File: src/rtl/round_robin_arbiter.sv
`default_nettype none
// ============================================================================
// Module      : round_robin_arbiter
// Description : Fair round-robin arbiter with a registered, valid/ready
//               handshaked grant. The priority pointer wraps over
//               0..SIZE-1, so SIZE does not have to be a power of two.
//               One grant can be accepted per cycle; when a grant is
//               accepted the next winner is registered on the same edge,
//               so there is no idle cycle between back-to-back grants.
//
// Ports       : clock        - rising-edge clock
//               resetn       - asynchronous active-low reset
//               requests     - per-requester request bits
//               grant        - one-hot grant, zero while grant_valid is low
//               grant_index  - binary index of the granted requester
//               grant_valid  - a grant is presented to the resource
//               grant_ready  - resource accepts the current grant
//               lock         - (only with ROUND_ROBIN_ARBITER_LOCK_EN) keep
//                              the pointer on the current requester at
//                              acceptance, for multi-beat bursts
//
// Options     : ROUND_ROBIN_ARBITER_LOCK_EN - adds the lock input
//
// Revision    : 1.0 - initial release
// ============================================================================
module round_robin_arbiter #(
   parameter int SIZE      = 4,
   parameter int SIZE_LOG2 = $clog2(SIZE)
) (
   input  logic                 clock,
   input  logic                 resetn,
   input  logic [SIZE-1:0]      requests,
   output logic [SIZE-1:0]      grant,
   output logic [SIZE_LOG2-1:0] grant_index,
   output logic                 grant_valid,
   input  logic                 grant_ready
`ifdef ROUND_ROBIN_ARBITER_LOCK_EN
   ,
   input  logic                 lock
`endif
);

   typedef enum logic [0:0] {
      ST_IDLE    = 1'b0,
      ST_GRANTED = 1'b1
   } state_t;

   localparam logic [SIZE_LOG2-1:0] c_LAST      = SIZE_LOG2'(SIZE - 1);
   localparam logic [SIZE_LOG2-1:0] c_ONE       = SIZE_LOG2'(1);
   localparam logic [SIZE_LOG2:0]   c_SIZE_WIDE = (SIZE_LOG2 + 1)'(SIZE);
   localparam logic [SIZE-1:0]      c_GRANT_ONE = SIZE'(1);

   // Scan requests starting at ptr, wrapping at SIZE (not at a power of
   // two). The sum is kept one bit wider so ptr+k never overflows before
   // the wrap is applied. Returns {found, winner_index}.
   function automatic logic [SIZE_LOG2:0] f_arbitrate(
      input logic [SIZE-1:0]      req,
      input logic [SIZE_LOG2-1:0] ptr
   );
      logic                 found;
      logic [SIZE_LOG2-1:0] win;
      logic [SIZE_LOG2:0]   sum;
      logic [SIZE_LOG2-1:0] idx;
      found = 1'b0;
      win   = '0;
      for (int k = 0; k < SIZE; k++) begin
         sum = {1'b0, ptr} + (SIZE_LOG2 + 1)'(k);
         if (sum >= c_SIZE_WIDE) begin
            sum = sum - c_SIZE_WIDE;
         end
         idx = sum[SIZE_LOG2-1:0];
         if (!found && req[idx]) begin
            found = 1'b1;
            win   = idx;
         end
      end
      return {found, win};
   endfunction

   state_t               r_state;
   logic [SIZE_LOG2-1:0] r_pointer;
   logic [SIZE_LOG2-1:0] r_grant_index;
   logic [SIZE-1:0]      r_grant;

   state_t               w_state_next;
   logic [SIZE_LOG2-1:0] w_pointer_next;
   logic [SIZE_LOG2-1:0] w_index_next;
   logic [SIZE-1:0]      w_grant_next;

   logic                 w_hold;
   logic [SIZE_LOG2-1:0] w_advance_pointer;
   logic [SIZE_LOG2-1:0] w_arb_pointer;
   logic [SIZE_LOG2:0]   w_arb_result;
   logic                 w_arb_found;
   logic [SIZE_LOG2-1:0] w_arb_win;
   logic [SIZE-1:0]      w_arb_onehot;

`ifdef ROUND_ROBIN_ARBITER_LOCK_EN
   // Lock only sticks while the granted requester still asks for the
   // resource; otherwise normal rotation resumes.
   assign w_hold = lock && requests[r_grant_index];
`else
   assign w_hold = 1'b0;
`endif

   // Pointer value to adopt at acceptance. Holding the pointer on the
   // granted index makes the scan pick that requester again.
   assign w_advance_pointer = w_hold ? r_grant_index :
                              (r_grant_index == c_LAST) ? '0 :
                              r_grant_index + c_ONE;

   // In IDLE arbitrate from the stored pointer; while GRANTED the only
   // re-arbitration that matters is at acceptance, using the new pointer.
   assign w_arb_pointer = (r_state == ST_GRANTED) ? w_advance_pointer : r_pointer;
   assign w_arb_result  = f_arbitrate(requests, w_arb_pointer);
   assign w_arb_found   = w_arb_result[SIZE_LOG2];
   assign w_arb_win     = w_arb_result[SIZE_LOG2-1:0];
   assign w_arb_onehot  = c_GRANT_ONE << w_arb_win;

   always_comb begin
      w_state_next   = r_state;
      w_pointer_next = r_pointer;
      w_index_next   = r_grant_index;
      w_grant_next   = r_grant;
      case (r_state)
         ST_IDLE: begin
            if (w_arb_found) begin
               w_state_next = ST_GRANTED;
               w_index_next = w_arb_win;
               w_grant_next = w_arb_onehot;
            end
         end
         ST_GRANTED: begin
            // Without acceptance the grant holds, whatever requests do.
            if (grant_ready) begin
               w_pointer_next = w_advance_pointer;
               if (w_arb_found) begin
                  w_index_next = w_arb_win;
                  w_grant_next = w_arb_onehot;
               end else begin
                  w_state_next = ST_IDLE;
                  w_index_next = '0;
                  w_grant_next = '0;
               end
            end
         end
         default: begin
            w_state_next = ST_IDLE;
            w_index_next = '0;
            w_grant_next = '0;
         end
      endcase
   end

   always_ff @(posedge clock or negedge resetn) begin
      if (!resetn) begin
         r_state       <= ST_IDLE;
         r_pointer     <= '0;
         r_grant_index <= '0;
         r_grant       <= '0;
      end else begin
         r_state       <= w_state_next;
         r_pointer     <= w_pointer_next;
         r_grant_index <= w_index_next;
         r_grant       <= w_grant_next;
      end
   end

   assign grant_valid = (r_state == ST_GRANTED);
   assign grant_index = r_grant_index;
   assign grant       = r_grant;

endmodule
`default_nettype wire
File: config.mk
export PLATFORM = sky130hd
export DESIGN_NAME = round_robin_arbiter
export DESIGN_NICKNAME = d
export VERILOG_FILES = /design/src/rtl/round_robin_arbiter.sv
export SDC_FILE = /design/constraint.sdc
export NUM_CORES = 1
export LEC_CHECK = 0
export ABC_AREA = 1
export CAP_MARGIN = 20
export CORE_AREA = 2 2 44 46
export CTS_CLUSTER_DIAMETER = 60
export DETAILED_ROUTE_END_ITERATION = 16
export DIE_AREA = 0 0 46 48
export PLACE_DENSITY_LB_ADDON = 0.15
export REMOVE_ABC_BUFFERS = 1
export SKIP_CTS_REPAIR_TIMING = 1
export SKIP_LAST_GASP = 1
export SYNTH_ARGS = -nofsm -noshare
export SYNTH_HDL_FRONTEND = slang
export SYNTH_SLANG_ARGS = --single-unit
export TNS_END_PERCENT = 30
File: constraint.sdc
create_clock -name clock -period 2 [get_ports clock]
set_input_delay 0.4 -clock clock [delete_from_list [all_inputs] [get_ports clock]]
set_output_delay 0.4 -clock clock [all_outputs]
set_load 0.03 [all_outputs]
==> results of run 1 <==
[how the worst max path moves through the flow]
stage                               start                    to  slack, ns  depth (start not counted)
3_5_place_dp   grant_index[0]$_DFFE_PN0P_  grant[3]$_DFFE_PN0P_      -0.01                         13
2_1_floorplan  grant_index[0]$_DFFE_PN0P_  grant[1]$_DFFE_PN0P_      -0.23                         13
5_1_grt        grant_index[0]$_DFFE_PN0P_  grant[0]$_DFFE_PN0P_      -0.07                         12
4_1_cts        grant_index[0]$_DFFE_PN0P_  grant[1]$_DFFE_PN0P_      -0.03                         13
6_report       grant_index[1]$_DFFE_PN0P_        grant_index[1]       0.05                          3
3_3_place_gp   grant_index[1]$_DFFE_PN0P_  grant[1]$_DFFE_PN0P_       0.02                         13
[synthesized netlist by cell type, types with 2 or more instances]
master | number | area [sq um]
sky130_fd_sc_hd__buf_6 | 3 | 33.8
sky130_fd_sc_hd__dfrtp_1 | 9 | 225
sky130_fd_sc_hd__inv_1 | 11 | 41.3
sky130_fd_sc_hd__nand2_1 | 44 | 165
sky130_fd_sc_hd__nand2_2 | 11 | 68.8
sky130_fd_sc_hd__nand3_1 | 29 | 145
sky130_fd_sc_hd__nand3_2 | 4 | 40.0
sky130_fd_sc_hd__nor2_1 | 8 | 30.0
sky130_fd_sc_hd__nor2_2 | 2 | 12.5
sky130_fd_sc_hd__o21ai_0 | 3 | 15.0
sky130_fd_sc_hd__o21ai_1 | 3 | 15.0
[sequential cells by signal, indices dropped and copies added, names as in the netlist]
name,count
grant,4
grant_index,2
r_pointer,2
grant_valid,1
[layout make-up]
class | count | area share
tap | 17 | 0.0174
clock buffer | 4 | 0.0215
timing repair buffer | 30 | 0.235
sequential | 9 | 0.185
multi-input combinational | 110 | 0.504
inverter | 12 | 0.0368
[layer usage]
metal  global-route usage  share of wire  vias up
met5                    0              0        -
met4                0.120          0.028        0
met3               0.0340          0.047        7
met2                0.342           0.52       37
met1                0.231           0.40      468
li1                     -              -      497
[logic make-up after synthesis]
kind of cell | after synthesis | synth area share
fa+ha+maj | 1 | 0.0146
simple gates | 102 | 0.580
flops | 9 | 0.262
buf+inv | 17 | 0.102
compound gates | 7 | 0.0408
[through the flow]
stage               hold slack, ns  instance area, sq um  setup TNS [ns]
floorplan                    0.104                   816           -1.11
global placement             0.491                   997               0
detailed placement           0.494                   997         -0.0291
CTS                          0.441                  1020         -0.0546
global route                 0.455                  1220          -0.225
finish                       0.421                  1220               0
[placed cells by master, fill, tap and decap left out, types with 2 or more instances in the layout]
cell type,Yosys,routed
sky130_fd_sc_hd__nand3_1,29,28
sky130_fd_sc_hd__buf_4,0,12
sky130_fd_sc_hd__clkdlybuf4s50_1,0,13
sky130_fd_sc_hd__o21ai_1,3,3
sky130_fd_sc_hd__buf_6,3,2
sky130_fd_sc_hd__inv_1,11,10
sky130_fd_sc_hd__nand3_2,4,5
sky130_fd_sc_hd__nor2_1,8,7
sky130_fd_sc_hd__nor2_2,2,2
sky130_fd_sc_hd__o21ai_0,3,2
sky130_fd_sc_hd__buf_12,0,2
sky130_fd_sc_hd__nand2_4,1,5
sky130_fd_sc_hd__clkbuf_4,0,3
sky130_fd_sc_hd__dfrtp_1,9,8
sky130_fd_sc_hd__inv_2,1,2
sky130_fd_sc_hd__nand2_1,44,39
sky130_fd_sc_hd__nand2_2,11,12
==> impl_summary.log, run 1 <==
[metrics] worst-path maximum fanout: 2
[metrics] Data arrival, critical path: 1.55 ns
[metrics] crit end category: output pin
[metrics] Yosys warnings: 0
[metrics] total congestion overflow: 0
[metrics] vias in the first global route: 779
[metrics] library cell appearing most often on the critical path: sky130_fd_sc_hd__buf_4
[metrics] number of endpoints with negative hold slack in the final report: 0
[metrics] EDFF count, synth: 0
[metrics] sum of routed wire length over all layers: 2.44 mm
[metrics] final clock period utilization by the worst path: 0.976
[metrics] routed via count: 1009
[metrics] Layout Nets: 174
[metrics] TritonCTS clock tree: built
[metrics] Wirelength per Cell: 13.4 microns
[metrics] MaxCap Viol Count: 0
[metrics] distinct cell type count of the synthesized netlist: 20
[metrics] number of buffers inserted by port buffering: 13
[metrics] Die Y-Extent: 48 microns
[metrics] worst stage delay on the critical path: 0.65 ns
[metrics] Post-Route Skew: 0.00345 ns
[metrics] Diodes inserted: 0
[metrics] core footprint: 1690 sq um
[metrics] area of the multi-input gates: 616 sq um
[metrics] remaining antenna violation count: 0
[metrics] Die Width: 46 microns
[metrics] crit path buf inv count: 3
[metrics] slew at the pin closest to its max-slew limit: 0.410 ns
[metrics] maximum operating frequency: 0.512 GHz
[metrics] Cell Rows: 15
[metrics] TritonCTS buffer count: 3
[metrics] worst flop-to-flop path endpoint: grant[2]$_DFFE_PN0P_
[metrics] HPWL after DPL: 1.53 mm
[metrics] Cells after Synth: 136
[metrics] full die area: 2210 sq um
[metrics] share of synthesized area occupied by flip-flops and latches: 0.262
[metrics] relative area change from synthesis to final layout: 42.4%
[metrics] Worst Slack Setup Final: 0.0473 ns
[metrics] final setup violating endpoints: 0
[metrics] number of levels in the clock H-tree: 1
[metrics] category of the worst setup path launch point: flip-flop
[metrics] Slew Limit Headroom: 0.726
[metrics] type of the setup path with the least slack: reg -> out
[metrics] first-pass GRT wire length: 3.14 mm
[metrics] final cell count without fillers: 182
[metrics] Max clock buf depth: 2
[metrics] data required time of the critical path: 1.60 ns
[metrics] r2r setup slk: 0.05 ns
[metrics] post-synthesis instance area: 858 sq um
[metrics] I/O pin cnt: 14
[metrics] family of cells with the greatest summed delay on the critical path: buffers and inverters
[metrics] number of clock sinks seen by CTS: 9
[metrics] number of synthesized register bits: 9
[metrics] overall routing resource usage: 0.199
[metrics] path depth of the worst reg2reg path: 14
[metrics] number of antenna violations at the first check in global routing: 0
[metrics] Skew-Pair Late Insertion Delay: 0.27 ns
[metrics] launching point of the worst reg2reg path: grant_index[0]$_DFFE_PN0P_
[metrics] clock root buffer: sky130_fd_sc_hd__clkbuf_4
[metrics] Post-Synthesis Mean Instance Area: 6.31 sq um
[metrics] DR vias/cell: 5.54
[metrics] Inst Count DP: 165
[metrics] drc violations: 0
[metrics] filler cell count in the final layout: 121
[metrics] register cell area after layout: 226 sq um
[metrics] predominant post-synthesis flop cell: sky130_fd_sc_hd__dfrtp_1
[metrics] share of async-settable or async-resettable flops after synthesis: 1.00
[metrics] number of detailed-routing iterations run before antenna repair: 4
[metrics] Starting DRT DRC Count: 40
[metrics] share of post-route cells with drive strength above 1: 0.315
[metrics] final max-slew violation count: 0
[metrics] dpl ws: -0.0149 ns
[metrics] worst path cell trace: buf_4, buf_4, clkdlybuf4s50_1
[metrics] largest net degree at the start of global routing: 12
[metrics] outcome: completed
[metrics] CTS clk-pin slew, worst paths: 0.07 ns
[metrics] Final Util: 0.724
[metrics] final estimated routing congestion in global placement: 0.845
[metrics] time the final worst path needs with I/O delays and setup: 1.95 ns
[metrics] initial core utilization: 0.508
[metrics] cell type of the slowest stage on the worst timing path: sky130_fd_sc_hd__clkdlybuf4s50_1
[metrics] path category of the worst min-delay check: in -> async
Power of run 1 is not shown: default switching activity piles up to over one toggle a cycle in this logic, so the estimate is an artifact.
==> run 2: changes to the inputs <==
--- a/config.mk
+++ b/config.mk
@@ -11,7 +11,7 @@
 export CTS_CLUSTER_DIAMETER = 60
 export DETAILED_ROUTE_END_ITERATION = 16
 export DIE_AREA = 0 0 46 48
-export PLACE_DENSITY_LB_ADDON = 0.15
+export PLACE_DENSITY = 0.75
 export REMOVE_ABC_BUFFERS = 1
 export SKIP_CTS_REPAIR_TIMING = 1
 export SKIP_LAST_GASP = 1
==> constraint.sdc (replaced) <==
create_clock -name clock -period 2.1 [get_ports clock]
set_input_delay 0.42 -clock clock [delete_from_list [all_inputs] [get_ports clock]]
set_output_delay 0.42 -clock clock [all_outputs]
set_load 0.03 [all_outputs]
==> run 2 against run 1 <==
Utilization is 6.1 points lower. Sequential cell count stayed put. Critical endpoint is now grant[0]$_DFFE_PN0P_. Sequential share of layout area is 1.6 points higher. Setup slack better by 0.065 ns. Die area stayed put. Global-route usage is 0.64 points lower. First-iteration DRC count is 25% lower. Final area is 8.5% lower. Non-clock buffer count is 10 lower. Hold slack better by 0.033 ns. Count of clock-buffer cells in the layout stayed put. Via count is 5.0% lower.
==> impl_summary.log, run 2 (synthesized netlist as in run 1, its figures left out) <==
[metrics] Max clock buf depth: 2 (unchanged)
[metrics] crit path buf inv count: 1 (-2)
[metrics] initial core utilization: 0.508 (unchanged)
[metrics] drc violations: 0 (unchanged)
[metrics] time the final worst path needs with I/O delays and setup: 1.99 ns
[metrics] CTS clk-pin slew, worst paths: 0.07 ns (about the same)
[metrics] Post-Route Skew: 0.00392 ns (+0.000474 ns)
[metrics] final estimated routing congestion in global placement: 0.834 (-1.3%)
[metrics] category of the worst setup path launch point: flip-flop
[metrics] MaxCap Viol Count: 0 (unchanged)
[metrics] worst-path maximum fanout: 6 (+4)
[metrics] dpl ws: 0.0957 ns (+0.111 ns)
[metrics] full die area: 2210 sq um (unchanged)
[metrics] Layout Nets: 165 (-5.2%)
[metrics] number of clock sinks seen by CTS: 9 (unchanged)
[metrics] routed via count: 959 (-5.0%)
[metrics] data required time of the critical path: 2.25 ns (+0.65 ns)
[metrics] vias in the first global route: 758 (-2.7%)
[metrics] clock root buffer: sky130_fd_sc_hd__clkbuf_4
[metrics] maximum operating frequency: 0.503 GHz
[metrics] relative area change from synthesis to final layout: 30.3%
[metrics] outcome: completed
[metrics] overall routing resource usage: 0.193 (-0.00638)
[metrics] library cell appearing most often on the critical path: sky130_fd_sc_hd__nand2_1
[metrics] family of cells with the greatest summed delay on the critical path: simple AND/OR/NAND/NOR gates
[metrics] launching point of the worst reg2reg path: grant_index[1]$_DFFE_PN0P_
[metrics] TritonCTS buffer count: 3 (unchanged)
[metrics] worst stage delay on the critical path: 0.39 ns (-0.26 ns)
[metrics] filler cell count in the final layout: 144 (+19%)
[metrics] start point of the critical path: grant_index[1]$_DFFE_PN0P_
[metrics] number of antenna violations at the first check in global routing: 0 (unchanged)
[metrics] first-pass GRT wire length: 3.06 mm (-2.4%)
[metrics] number of detailed-routing iterations run before antenna repair: 4 (unchanged)
[metrics] slew at the pin closest to its max-slew limit: 0.411 ns (+0.00108 ns)
[metrics] share of post-route cells with drive strength above 1: 0.244 (-0.0716)
[metrics] I/O pin cnt: 14 (unchanged)
[metrics] final setup violating endpoints: 0 (unchanged)
[metrics] hold slack: 0.454 ns (+0.0326 ns)
[metrics] Data arrival, critical path: 2.14 ns (+0.59 ns)
[metrics] sum of routed wire length over all layers: 2.11 mm (-13%)
[metrics] TritonCTS clock tree: built
[metrics] Cell Rows: 15 (unchanged)
[metrics] Slew Limit Headroom: 0.725 (about the same)
[metrics] Worst Slack Setup Final: 0.112 ns (+0.0647 ns)
[metrics] largest net degree at the start of global routing: 12 (unchanged)
[metrics] type of the setup path with the least slack: reg -> reg
[metrics] Die Y-Extent: 48 microns (unchanged)
[metrics] number of flip-flops under the largest register name: 4 (unchanged)
[metrics] final max-slew violation count: 0 (unchanged)
[metrics] number of buffers inserted by port buffering: 13 (unchanged)
[metrics] Die Width: 46 microns (unchanged)
[metrics] most used cells in the layout excluding fill and tap cells: sky130_fd_sc_hd__nand2_1, sky130_fd_sc_hd__nand3_1, sky130_fd_sc_hd__clkdlybuf4s50_1
[metrics] remaining antenna violation count: 0 (unchanged)
[metrics] crit end category: flip-flop
[metrics] worst path cell trace: ha_2, nand2_1, nand2_1, nand2_1, nand2_2, nand2_1, nand2_4, nand3_4, nor2_2, inv_1, nand2_1, nor2_1, nand2_1, nand2_1
[metrics] DR vias/cell: 5.54 (about the same)
[metrics] number of levels in the clock H-tree: 1 (unchanged)
[metrics] final clock period utilization by the worst path: 0.947
[metrics] number of endpoints with negative hold slack in the final report: 0 (unchanged)
[metrics] total congestion overflow: 0 (unchanged)
[metrics] Diodes inserted: 0 (unchanged)
[metrics] core footprint: 1690 sq um (unchanged)
[metrics] path category of the worst min-delay check: in -> async
[metrics] Wirelength per Cell: 12.2 microns (-8.9%)
[metrics] HPWL after DPL: 1.51 mm (-0.84%)
[metrics] leading cell type in the layout, fill and taps excluded: sky130_fd_sc_hd__nand2_1
[metrics] Skew-Pair Late Insertion Delay: 0.26 ns (about the same)
[metrics] cell type of the slowest stage on the worst timing path: sky130_fd_sc_hd__dfrtp_1
[metrics] Starting DRT DRC Count: 30 (-25%)
## run 2: final cells by class
class / count / area (sq um) / share of cell area
clock buffers: 4 / 26.3 / 0.0235
flip-flops and latches: 9 / 225 / 0.201
inverters: 12 / 45.0 / 0.0403
well taps: 17 / 21.3 / 0.0190
multi-input cells: 111 / 614 / 0.549
repair buffers: 20 / 186 / 0.167
## run 2: stage by stage
step	cell area, sq um	utilization	setup TNS [ns]	std cells
2_1_floorplan	816	-	-0.507	131
3_3_place_gp	982	0.581	0	163
3_5_place_dp	982	0.581	0	163
4_1_cts	1010	0.597	0	167
5_1_grt	1120	0.662	-0.120	173
6_report	1120	0.662	0	173
## run 2: path summary, 6_finish.rpt
kind / end / slack [ns] / depth (start not counted)
worst max-delay path: grant[0]$_DFFE_PN0P_ / 0.11 / 14
worst min-delay path: r_pointer[1]$_DFFE_PN0P_ / 0.45 / 1
worst max register to register: grant[0]$_DFFE_PN0P_ / 0.11 / 14
worst min register to register: grant[1]$_DFFE_PN0P_ / 0.51 / 2
max in group asynchronous: grant[1]$_DFFE_PN0P_ / 1.36 / 1
min in group clock: grant[1]$_DFFE_PN0P_ / 0.51 / 2
## run 2: routing by layer
metal | vias to the layer above | GRT usage | share of wire
met5 | - | 0 | 0
met4 | 0 | 0.0743 | 0.025
met3 | 6 | 0.0340 | 0.043
met2 | 33 | 0.317 | 0.48
met1 | 439 | 0.251 | 0.45
li1 | 481 | - | -
Power of run 2 is left out for the same reason.
==> run 3: changes to the inputs <==
--- a/config.mk
+++ b/config.mk
@@ -11,6 +11,7 @@
 export CTS_CLUSTER_DIAMETER = 60
 export DETAILED_ROUTE_END_ITERATION = 16
 export DIE_AREA = 0 0 46 48
+export GPL_TIMING_DRIVEN = 0
 export PLACE_DENSITY = 0.75
 export REMOVE_ABC_BUFFERS = 1
 export SKIP_CTS_REPAIR_TIMING = 1
==> run 3 against run 2 <==
Clock skew increased by 0.0033 ns. Sequential cell count unchanged. Via count increased by 0.10%. Die area unchanged. Wire length increased by 1.6%. Critical path depth decreased by 13.
==> impl_summary.log, run 3 (synthesized netlist as in run 1, its figures left out) <==
[metrics] outcome: completed
[metrics] most used cells in the layout excluding fill and tap cells: sky130_fd_sc_hd__nand2_1, sky130_fd_sc_hd__nand3_1, sky130_fd_sc_hd__clkdlybuf4s50_1
[metrics] start point of the critical path: grant_valid$_DFF_PN0_
[metrics] TritonCTS clock tree: built
[metrics] final max-slew violation count: 0 (unchanged)
[metrics] maximum operating frequency: 0.500 GHz (-0.53%)
[metrics] clock root buffer: sky130_fd_sc_hd__clkbuf_4
[metrics] launching point of the worst reg2reg path: grant_index[0]$_DFFE_PN0P_
[metrics] MaxCap Viol Count: 0 (unchanged)
[metrics] Starting DRT DRC Count: 25 (-17%)
[metrics] number of flip-flops under the largest register name: 4 (unchanged)
[metrics] CTS clk-pin slew, worst paths: 0.07 ns (about the same)
[metrics] worst-path maximum fanout: 8 (+2)
[metrics] Data arrival, critical path: 1.58 ns (-0.56 ns)
[metrics] overall routing resource usage: 0.197 (+0.00374)
[metrics] Die Y-Extent: 48 microns (unchanged)
[metrics] Die Width: 46 microns (unchanged)
[metrics] routed length on met1: 995 microns (+4.7%)
[metrics] final clock period utilization by the worst path: 0.952 (+0.00507)
[metrics] final estimated routing congestion in global placement: 0.887 (+6.2%)
[metrics] hold slack: 0.434 ns (-0.0199 ns)
[metrics] Max clock buf depth: 2 (unchanged)
[metrics] HPWL after DPL: 1.44 mm (-4.6%)
[metrics] TritonCTS buffer count: 3 (unchanged)
[metrics] setup total negative slack: 0 ns (unchanged)
[metrics] I/O pin cnt: 14 (unchanged)
[metrics] total congestion overflow: 0 (unchanged)
[metrics] family of cells with the greatest summed delay on the critical path: buffers and inverters
[metrics] first-pass GRT wire length: 3.08 mm (+0.69%)
[metrics] number of clock sinks seen by CTS: 9 (unchanged)
[metrics] slew at the pin closest to its max-slew limit: 0.409 ns (-0.00253 ns)
[metrics] crit end category: output pin
[metrics] relative area change from synthesis to final layout: 31.5%
[metrics] crit path buf inv count: 1 (unchanged)
[metrics] worst path cell trace: clkdlybuf4s50_1
[metrics] number of buffers inserted by port buffering: 13 (unchanged)
[metrics] remaining antenna violation count: 0 (unchanged)
[metrics] Diodes inserted: 0 (unchanged)
[metrics] Skew-Pair Late Insertion Delay: 0.28 ns (+0.02 ns)
[metrics] cell type of the slowest stage on the worst timing path: sky130_fd_sc_hd__clkdlybuf4s50_1
[metrics] data required time of the critical path: 1.68 ns (-0.57 ns)
[metrics] number of detailed-routing iterations run before antenna repair: 5 (+1)
[metrics] routed via count: 960 (+0.10%)
[metrics] Slew Limit Headroom: 0.727 (+0.00169)
[metrics] length of routed met2 wiring: 1.03 mm (+0.79%)
[metrics] Final Util: 0.668 (+0.00593)
[metrics] Wirelength per Cell: 12.3 microns (+0.40%)
[metrics] number of levels in the clock H-tree: 1 (unchanged)
[metrics] highest routed metal layer: met4
[metrics] vias in the first global route: 731 (-3.6%)
[metrics] final setup violating endpoints: 0 (unchanged)
[metrics] leading cell type in the layout, fill and taps excluded: sky130_fd_sc_hd__nand2_1
[metrics] time the final worst path needs with I/O delays and setup: 2.00 ns (+0.0106 ns)
[metrics] category of the worst setup path launch point: flip-flop
[metrics] number of antenna violations at the first check in global routing: 0 (unchanged)
[metrics] largest net degree at the start of global routing: 12 (unchanged)
[metrics] Post-Route Skew: 0.00721 ns (+0.00329 ns)
[metrics] Cell Rows: 15 (unchanged)
[metrics] metal3 WL: 79 microns (-13%)
[metrics] Layout Nets: 167 (+1.2%)
[metrics] initial core utilization: 0.508 (unchanged)
[metrics] type of the setup path with the least slack: reg -> out
[metrics] worst stage delay on the critical path: 0.74 ns (+0.35 ns)
[metrics] r2r setup slk: 0.13 ns (+0.02 ns)
[metrics] number of endpoints with negative hold slack in the final report: 0 (unchanged)
[metrics] core footprint: 1690 sq um (unchanged)
[metrics] share of post-route cells with drive strength above 1: 0.253 (+0.00957)
[metrics] RSZ-0062 raised after global routing: true
[metrics] path category of the worst min-delay check: in -> async
[metrics] sum of routed wire length over all layers: 2.15 mm (+1.6%)
[metrics] drc violations: 0 (unchanged)
[metrics] full die area: 2210 sq um (unchanged)
[metrics] DR vias/cell: 5.49 (-1.0%)
run 3: final timing paths:
| check | end | cells past startpoint |
|---|---|---|
| setup / recovery | grant_valid | 1 |
| hold / removal | r_pointer[1]$_DFFE_PN0P_ | 1 |
| setup reg to reg | grant[0]$_DFFE_PN0P_ | 14 |
| hold reg to reg | grant[1]$_DFFE_PN0P_ | 2 |
| max in group asynchronous | grant[1]$_DFFE_PN0P_ | 1 |
| min in group clock | grant[1]$_DFFE_PN0P_ | 2 |
run 3: cell type report:
class,instances,area [sq um]
clock buffers,4,26.3
fillers,151,561
inverters,12,45.0
multi-input cells,111,601
flip-flops and latches,9,225
well taps,17,21.3
repair buffers,22,210
run 3: stage by stage:
stage / cell area [sq um] / instances / setup WS, ns
floorplan: 816 / 131 / -0.127
global placement: 967 / 161 / -0.219
detailed placement: 967 / 161 / -0.224
CTS: 993 / 165 / -0.246
global route: 1130 / 175 / -0.0376
finish: 1130 / 175 / 0.101
run 3: routing by layer:
| metal | global-route usage | vias up |
|---|---|---|
| li1 | - | 484 |
| met1 | 0.262 | 448 |
| met2 | 0.303 | 23 |
| met3 | 0.0340 | 5 |
| met4 | 0.103 | 0 |
| met5 | 0 | - |
Power of run 3 is left out for the same reason.
